<file path="config.mk">
export PLATFORM = sky130hd
export DESIGN_NAME = decode_issue_sb
export DESIGN_NICKNAME = d
export VERILOG_FILES = /design/src/rtl/decode_pkg.sv /design/src/rtl/decode_issue_sb_scoreboard.sv /design/src/rtl/decode_issue_sb.sv
export SDC_FILE = /design/constraint.sdc
export NUM_CORES = 1
export LEC_CHECK = 0
export ABC_AREA = 1
export BUFFER_PORTS_ARGS = -buffer_cell sky130_fd_sc_hd__buf_2
export CORE_MARGIN = 2
export CORE_UTILIZATION = 35
export CTS_BUF_LIST = sky130_fd_sc_hd__clkbuf_16
export DETAILED_ROUTE_END_ITERATION = 6
export GPL_TIMING_DRIVEN = 1
export PLACE_DENSITY_LB_ADDON = 0.3
export SYNTH_ARGS = -nofsm -noshare
export SYNTH_HDL_FRONTEND = slang
export SYNTH_SLANG_ARGS = --single-unit
</file>
<file path="constraint.sdc">
create_clock -name clk -period 3.8 [get_ports clk]
set_input_delay 0.76 -clock clk [delete_from_list [all_inputs] [get_ports clk]]
set_output_delay 0.76 -clock clk [all_outputs]
set_load 0.05 [all_outputs]
</file>
<file path="src/rtl/decode_pkg.sv">
// Shared definitions for the decode/issue stage: default field widths,
// decode-info bit positions, opcode constants and the decode table.
package decode_pkg;

    // Default instruction format: {opc, f, rd, rs, imm}, MSB first
    localparam int W_OPC_D = 5;
    localparam int W_RD_D  = 5;
    localparam int W_IMM_D = 16;
    localparam int WORD_D  = W_OPC_D + 1 + 2 * W_RD_D + W_IMM_D;
    localparam int W_OPR_D = 32;
    localparam int ADDR_D  = 32;

    // Opcodes are decoded on a fixed-width view; narrower opcode fields are zero-extended
    localparam int OPC_MAX_W = 8;
    typedef logic [OPC_MAX_W-1:0] opc_t;

    localparam opc_t OPC_NOP  = 8'd0;  // no effect
    localparam opc_t OPC_ADD  = 8'd1;  // rd <= rd + rs
    localparam opc_t OPC_SUB  = 8'd2;  // rd <= rd - rs
    localparam opc_t OPC_LDI  = 8'd3;  // rd <= ext(imm), f selects sign extension
    localparam opc_t OPC_ADDI = 8'd4;  // rd <= rd + ext(imm), f selects sign extension
    localparam opc_t OPC_ST   = 8'd5;  // mem[rs + sext(imm)] <= rd
    localparam opc_t OPC_MOV  = 8'd6;  // rd <= rs

    // Decode-info vector bit positions
    localparam int DI_WRITES_RD = 4;
    localparam int DI_SIGN_EXT  = 3;
    localparam int DI_USE_IMM   = 2;
    localparam int DI_READS_RD  = 1;
    localparam int DI_READS_RS  = 0;
    localparam int DI_W         = 5;

    // Field offsets (LSB position) for a given rd/imm width
    function automatic int off_rs(input int w_imm);
        return w_imm;
    endfunction

    function automatic int off_rd(input int w_rd, input int w_imm);
        return w_imm + w_rd;
    endfunction

    function automatic int off_f(input int w_rd, input int w_imm);
        return w_imm + 2 * w_rd;
    endfunction

    function automatic int off_opc(input int w_rd, input int w_imm);
        return w_imm + 2 * w_rd + 1;
    endfunction

    // Decode table on {opc, f}; unknown opcodes behave as NOP
    function automatic logic [DI_W-1:0] decode_inst(input opc_t opc, input logic f);
        logic [DI_W-1:0] di;
        di = '0;
        case (opc)
            OPC_ADD, OPC_SUB: begin
                di[DI_WRITES_RD] = 1'b1;
                di[DI_READS_RD]  = 1'b1;
                di[DI_READS_RS]  = 1'b1;
            end
            OPC_LDI: begin
                di[DI_WRITES_RD] = 1'b1;
                di[DI_USE_IMM]   = 1'b1;
                di[DI_SIGN_EXT]  = f;
            end
            OPC_ADDI: begin
                di[DI_WRITES_RD] = 1'b1;
                di[DI_READS_RD]  = 1'b1;
                di[DI_USE_IMM]   = 1'b1;
                di[DI_SIGN_EXT]  = f;
            end
            OPC_ST: begin
                di[DI_READS_RD]  = 1'b1;
                di[DI_READS_RS]  = 1'b1;
                di[DI_USE_IMM]   = 1'b1;
                di[DI_SIGN_EXT]  = 1'b1;
            end
            OPC_MOV: begin
                di[DI_WRITES_RD] = 1'b1;
                di[DI_READS_RS]  = 1'b1;
            end
            default: di = '0;
        endcase
        return di;
    endfunction

endpackage

</file>
<file path="src/rtl/decode_issue_sb_scoreboard.sv">
// Register scoreboard: one busy bit per architectural register.
// Writeback clears, issue sets (set wins on the same register), r0 never busy.
// Two hazard-query ports optionally see a same-cycle writeback as already free.
module decode_issue_sb_scoreboard
    import decode_pkg::*;
#(
    parameter int W_RD      = W_RD_D,
    parameter bit BYPASS_WB = 1'b1
) (
    input  logic                 clk,
    input  logic                 reset,
    input  logic                 clr_v,
    input  logic [W_RD-1:0]      clr_r,
    input  logic                 set_v,
    input  logic [W_RD-1:0]      set_r,
    input  logic [W_RD-1:0]      q0_r,
    output logic                 q0_busy,
    input  logic [W_RD-1:0]      q1_r,
    output logic                 q1_busy,
    output logic [2**W_RD-1:0]   busy
);

    localparam int NREG = 2**W_RD;

    logic [NREG-1:0] busy_q;
    logic [NREG-1:0] busy_d;
    logic [NREG-1:0] busy_eff;

    // Hazard view: optionally forward a writeback happening this cycle
    always_comb begin
        busy_eff = busy_q;
        if (BYPASS_WB && clr_v) begin
            busy_eff[clr_r] = 1'b0;
        end
    end

    assign q0_busy = busy_eff[q0_r];
    assign q1_busy = busy_eff[q1_r];
    assign busy    = busy_q;

    // Next state: clear first, then set, so a same-cycle clear+set leaves the bit busy
    always_comb begin
        busy_d = busy_q;
        if (clr_v) begin
            busy_d[clr_r] = 1'b0;
        end
        if (set_v && (set_r != '0)) begin
            busy_d[set_r] = 1'b1;
        end
        busy_d[0] = 1'b0;
    end

    // Busy-bit register
    always_ff @(posedge clk) begin
        if (!reset) begin
            busy_q <= '0;
        end else begin
            busy_q <= busy_d;
        end
    end

endmodule

</file>
<file path="src/rtl/decode_issue_sb.sv">
// Decode/issue stage: one instruction held in ID, combinational regfile read,
// RAW/WAW hazard check against the internal scoreboard, registered EX slot.
module decode_issue_sb
    import decode_pkg::*;
#(
    parameter int WORD      = WORD_D,
    parameter int W_OPC     = W_OPC_D,
    parameter int W_RD      = W_RD_D,
    parameter int W_IMM     = W_IMM_D,
    parameter int W_OPR     = W_OPR_D,
    parameter int ADDR      = ADDR_D,
    parameter bit BYPASS_WB = 1'b1
) (
    input  logic                 clk,
    input  logic                 reset,
    input  logic                 v_i,
    output logic                 stall_o,
    input  logic [WORD-1:0]      inst_i,
    input  logic [ADDR-1:0]      pc_i,
    input  logic                 flush_i,
    output logic [W_RD-1:0]      r0_o,
    output logic [W_RD-1:0]      r1_o,
    input  logic [W_OPR-1:0]     r_opr0_i,
    input  logic [W_OPR-1:0]     r_opr1_i,
    input  logic                 wb_v_i,
    input  logic [W_RD-1:0]      wb_r_i,
    output logic                 v_o,
    input  logic                 stall_i,
    output logic [W_OPC-1:0]     opecode_o,
    output logic [W_OPR-1:0]     opr0_o,
    output logic [W_OPR-1:0]     opr1_o,
    output logic [W_OPR-1:0]     imm_o,
    output logic [W_RD-1:0]      wb_r_o,
    output logic                 wr_en_o,
    output logic [ADDR-1:0]      pc_o,
    output logic [2**W_RD-1:0]   busy_o
);

    localparam int OFF_RS  = off_rs(W_IMM);
    localparam int OFF_RD  = off_rd(W_RD, W_IMM);
    localparam int OFF_F   = off_f(W_RD, W_IMM);
    localparam int OFF_OPC = off_opc(W_RD, W_IMM);

    // Zero- or sign-extend the immediate to operand width
    function automatic logic [W_OPR-1:0] ext_imm(input logic [W_IMM-1:0] imm, input logic sx);
        logic [W_OPR-1:0] r;
        r = '0;
        r[W_IMM-1:0] = imm;
        for (int i = W_IMM; i < W_OPR; i++) begin
            r[i] = sx & imm[W_IMM-1];
        end
        return r;
    endfunction

    logic              vld_p0;
    logic [WORD-1:0]   inst_p0;
    logic [ADDR-1:0]   pc_p0;

    logic [W_OPC-1:0]  id_opc;
    logic              id_f;
    logic [W_RD-1:0]   id_rd;
    logic [W_RD-1:0]   id_rs;
    logic [W_IMM-1:0]  id_imm;
    logic [DI_W-1:0]   id_di;
    logic [W_OPR-1:0]  id_imm_ext;

    logic rd_busy;
    logic rs_busy;
    logic hazard;
    logic ex_hold;
    logic issue;

    // ---- stage p0 (ID): field split, decode, hazard and issue decision ----
    assign id_opc     = inst_p0[OFF_OPC +: W_OPC];
    assign id_f       = inst_p0[OFF_F];
    assign id_rd      = inst_p0[OFF_RD +: W_RD];
    assign id_rs      = inst_p0[OFF_RS +: W_RD];
    assign id_imm     = inst_p0[W_IMM-1:0];
    assign id_di      = decode_inst(opc_t'(id_opc), id_f);
    assign id_imm_ext = ext_imm(id_imm, id_di[DI_SIGN_EXT]);

    assign r0_o = id_rd;
    assign r1_o = id_rs;

    // rd is checked both as a source (RAW) and as a destination (WAW)
    assign hazard  = vld_p0 & (((id_di[DI_READS_RD] | id_di[DI_WRITES_RD]) & rd_busy)
                             | (id_di[DI_READS_RS] & rs_busy));
    assign ex_hold = v_o & stall_i;
    assign issue   = vld_p0 & ~hazard & ~ex_hold;
    assign stall_o = vld_p0 & ~issue;

    decode_issue_sb_scoreboard #(
        .W_RD      (W_RD),
        .BYPASS_WB (BYPASS_WB)
    ) u_scoreboard (
        .clk     (clk),
        .reset   (reset),
        .clr_v   (wb_v_i),
        .clr_r   (wb_r_i),
        .set_v   (issue & id_di[DI_WRITES_RD]),
        .set_r   (id_rd),
        .q0_r    (id_rd),
        .q0_busy (rd_busy),
        .q1_r    (id_rs),
        .q1_busy (rs_busy),
        .busy    (busy_o)
    );

    // ID register: load whenever not stalling; flush kills whatever is in ID
    always_ff @(posedge clk) begin
        if (!reset) begin
            vld_p0  <= 1'b0;
            inst_p0 <= '0;
            pc_p0   <= '0;
        end else begin
            if (!stall_o) begin
                vld_p0  <= v_i;
                inst_p0 <= inst_i;
                pc_p0   <= pc_i;
            end
            if (flush_i) begin
                vld_p0 <= 1'b0;
            end
        end
    end

    // ---- stage p1 (EX slot): registered issue outputs, held while downstream stalls ----
    always_ff @(posedge clk) begin
        if (!reset) begin
            v_o       <= 1'b0;
            opecode_o <= '0;
            opr0_o    <= '0;
            opr1_o    <= '0;
            imm_o     <= '0;
            wb_r_o    <= '0;
            wr_en_o   <= 1'b0;
            pc_o      <= '0;
        end else begin
            if (!ex_hold) begin
                v_o       <= issue;
                opecode_o <= id_opc;
                opr0_o    <= r_opr0_i;
                opr1_o    <= id_di[DI_USE_IMM] ? id_imm_ext : r_opr1_i;
                imm_o     <= id_imm_ext;
                wb_r_o    <= id_rd;
                wr_en_o   <= id_di[DI_WRITES_RD];
                pc_o      <= pc_p0;
            end
            if (flush_i) begin
                v_o <= 1'b0;
            end
        end
    end

endmodule
</file>
==> tab_implementation.tex <==
\begin{tabular}{lr}
\hline
Metric & Value \\
\hline
\multicolumn{2}{l}{\textbf{Logic synthesis}} \\
\quad Syn nets & 1488 \\
\quad Proportion of synthesized chip area in sequential cells & 46.4\% \\
\quad Flip-flop and latch count after synthesis & 221 \\
\quad Prevailing post-synth register cell & dfxtp\_1 \\
\quad Mapped Cells & 1349 \\
\quad Area contributors post-synth & dfxtp\_1 (46\%), a21oi\_1 (11\%), nand2\_1 (8.6\%), nand3\_1 (7.0\%), nor2\_1 (7.0\%) \\
\quad Most numerous cell in the Yosys netlist & dfxtp\_1 \\
\quad Number of enable flip-flop cells after synthesis & 0 \\
\quad Number of warning messages in the yosys log & 0 \\
\quad Number of distinct library cell variants in the gate-level netlist after synthesis & 26 \\
\quad Area share of the leading cell type in the synthesized netlist & 46.4\% \\
\quad Async set-reset flop share out of synthesis & 0\% \\
\quad Top cell type by total area after synthesis & dfxtp\_1 \\
\quad Average size of a mapped cell & 7.07 um2 \\
\quad Post-synth design cell area & 9540 um2 \\
\quad Most used standard cells in the synthesized netlist & dfxtp\_1 (221), nand2\_1 (219), a21oi\_1 (206), nor2\_1 (177), nand3\_1 (134) \\
\multicolumn{2}{l}{\textbf{Outcome}} \\
\quad Status & finished clean \\
\multicolumn{2}{l}{\textbf{CTS}} \\
\quad H-tree depth & 1 \\
\quad Clock Path Buffers & 3 \\
\quad Skew-Pair Late Insertion Delay & 0.53 ns \\
\quad Num CTS Buffers & 26 \\
\quad Total of cells resized after clock tree synthesis & 0 \\
\quad Clock slew at reported path FFs & 0.06 ns \\
\quad Root Buffer & clkbuf\_16 \\
\quad Clock sinks & 221 \\
\quad Cts hold-fix bufs & 0 \\
\quad CTS tree & built \\
\quad Postcts setup bufs & 0 \\
\multicolumn{2}{l}{\textbf{Final layout}} \\
\quad ANT cells & 0 \\
\quad Layout overhead on the synthesized area & 25.4\% \\
\quad Storage cell area & 4430 um2 \\
\quad Fillers & 2783 \\
\quad Multi-input gate area & 4200 um2 \\
\quad Nets & 1729 \\
\quad Layout Cell Area excl Fill & 12000 um2 \\
\quad Layout cell share with drive strength beyond 1 & 24.2\% \\
\multicolumn{2}{l}{\textbf{Setup path}} \\
\quad Critical path start-end classification & reg -> out \\
\quad FF-to-FF setup slack & 1.05 ns \\
\quad Sort of element at the start of the critical path & flip-flop \\
\quad CP Max Fanout & 9 \\
\quad Arrival time at the worst endpoint & 2.76 ns \\
\quad Required time of the worst setup path & 3.04 ns \\
\quad Worst Setup End Kind & output pin \\
\multicolumn{2}{l}{\textbf{STA}} \\
\quad Max Slew Vio Count & 0 \\
\quad Final setup violation count & 0 \\
\quad Setup repair after global routing missed its margin & false \\
\quad Peak Freq & 0.284 GHz \\
\quad Clock period minus worst slack & 3.52 ns \\
\quad Count of final hold-check violations & 0 \\
\quad Setup clock skew after layout & 0.0126 ns \\
\quad Total negative slack & 0 ns \\
\quad Hold slack final & 0.448 ns \\
\quad Fin crit share & 92.6\% \\
\quad Least-Margin Pin Slew & 0.970 ns \\
\quad Tightest slew margin relative to the limit & 35.4\% \\
\multicolumn{2}{l}{\textbf{Placement}} \\
\quad HPWL after detailed placement & 20400 um \\
\quad Count of input and output buffers & 320 \\
\quad Instance area at placement & 11100 um2 \\
\quad Final weighted congestion of routability-driven global placement & 0.922 \\
\multicolumn{2}{l}{\textbf{Floorplan}} \\
\quad Initial core utilization & 35.5\% \\
\quad \# rows & 60 \\
\quad Floorplan core area & 26900 um2 \\
\quad Total Die Area & 28600 um2 \\
\quad Die Y & 169 um \\
\quad Die extent in x & 169 um \\
\quad Number of placed I/O pins & 322 \\
\multicolumn{2}{l}{\textbf{Global routing}} \\
\quad Global-route wire length before repair & 47100 um \\
\quad GR Overflow Total & 0 \\
\quad Global route hottest layer & met2 \\
\quad Via count of the first global-routing pass & 8830 \\
\quad Met3 layer usage reported by global route & 5.47\% \\
\quad Routing usage on met2 & 31.7\% \\
\quad GR Layer Usage met1 & 26.5\% \\
\quad Total track usage & 20.0\% \\
\quad Antenna violations before repair & 5 \\
\quad Largest net degree at the start of global routing & 188 \\
\multicolumn{2}{l}{\textbf{Routing}} \\
\quad Pre-Repair DR Iteration Count & 5 \\
\quad Post-DRT Antenna Nets & 0 \\
\quad Avg Vias per Cell & 5.03 \\
\quad Total routed wirelength & 30600 um \\
\quad Vias after detailed routing & 9810 \\
\quad Drt drc & 0 \\
\quad Drt wl/cell & 15.7 um \\
\quad Number of DRC markers in iteration 0 & 698 \\
\multicolumn{2}{l}{\textbf{Flow run}} \\
\quad Maximum capacitance violations & 0 \\
\multicolumn{2}{l}{\textbf{Pwr}} \\
\quad Pwr dens & 498 nW/um2 \\
\quad Total power & 5.96 mW \\
\quad Worst vdd ir & 0.337 mV \\
\quad Reported leakage power & 5.66 nW \\
\multicolumn{2}{l}{\textbf{Hold path}} \\
\quad Worst hold path type & in -> reg \\
\hline
\end{tabular}
placed cells by master (no fill, tap or decap), types with 3 or more instances in the layout:
cell type,instances
buf_2,319
dfxtp_1,220
nand2_1,218
a21oi_1,205
nor2_1,177
nand3_1,134
o21ai_0,126
inv_1,85
nand4_1,39
clkbuf_16,26
buf_4,14
clkinv_1,7
inv_2,6
nor2_2,5
nor3_1,3
bufinv_16,3
clkinv_2,3
report_power, final:
part	switching [mW]	internal [mW]	total (mW)
combinational	0.731	0.260	0.991
clock	0.998	1.45	2.44
sequential	0.0705	2.45	2.52
total	1.80	4.16	5.96
area by class of cell:
class	instances	share of cell area (%)
sequential	221	37.0
clock inverter	21	1.56
clock buffer	26	5.44
multi-input combinational	919	35.1
timing repair buffer	335	14.6
tap	341	3.57
inverter	87	2.73
worst max-delay path, stage by stage (launching register included):
cell     delay (ns)
dfxtp_1        0.48
inv_2          0.08
nor2_2         0.38
inv_2          0.21
nor2_1         0.19
nand2_1        0.09
nand4_1        0.09
nor2_1         0.05
nand3_1        0.07
nand2_1        0.06
inv_2          0.10
nand3_4        0.09
nand2_1        0.10
inv_1          0.05
buf_2          0.20
worst paths after layout:
check,start,endpoint,depth (start not counted)
hold reg to reg,pc_p0[31],pc_o[31],2
hold / removal,pc_i[29],pc_p0[29],3
setup reg to reg,inst_p0[16],inst_p0[9],14
setup / recovery,inst_p0[21],stall_o,14
cell families after synthesis:
group	after synthesis	synth area share, %
AND/OR/NAND/NOR	581	26.0
AO/OA/AOI/OAI	337	17.8
buffers and inverters	209	9.76
other	1	0.0393
flip-flops	221	46.4
metrics by stage:
stage,setup slack [ns],instances,util [%]
after floorplan,0.658,1349,-
after global placement,0.422,1903,41.4
after detailed placement,0.466,1903,41.4
after CTS,0.259,1950,44.5
after global routing,0.0935,1950,44.5
final,0.281,1950,44.5
flip-flops by register name, indices dropped and copies added (netlist names):
name,cells
wb_r_o,5
vld_p0,1
opr0_o,32
inst_p0,32
imm_o,17
opr1_o,32
v_o,1
u_scoreboard.busy,31
pc_p0,32
wr_en_o,1
opecode_o,5
pc_o,32
layer usage:
metal	part of all wire, %	wire (um)
met5	0.16	48
met4	2.8	847
met3	8.4	2560
met2	45	13800
met1	44	13400
No activity file was read; power rests on OpenSTA's default activity.
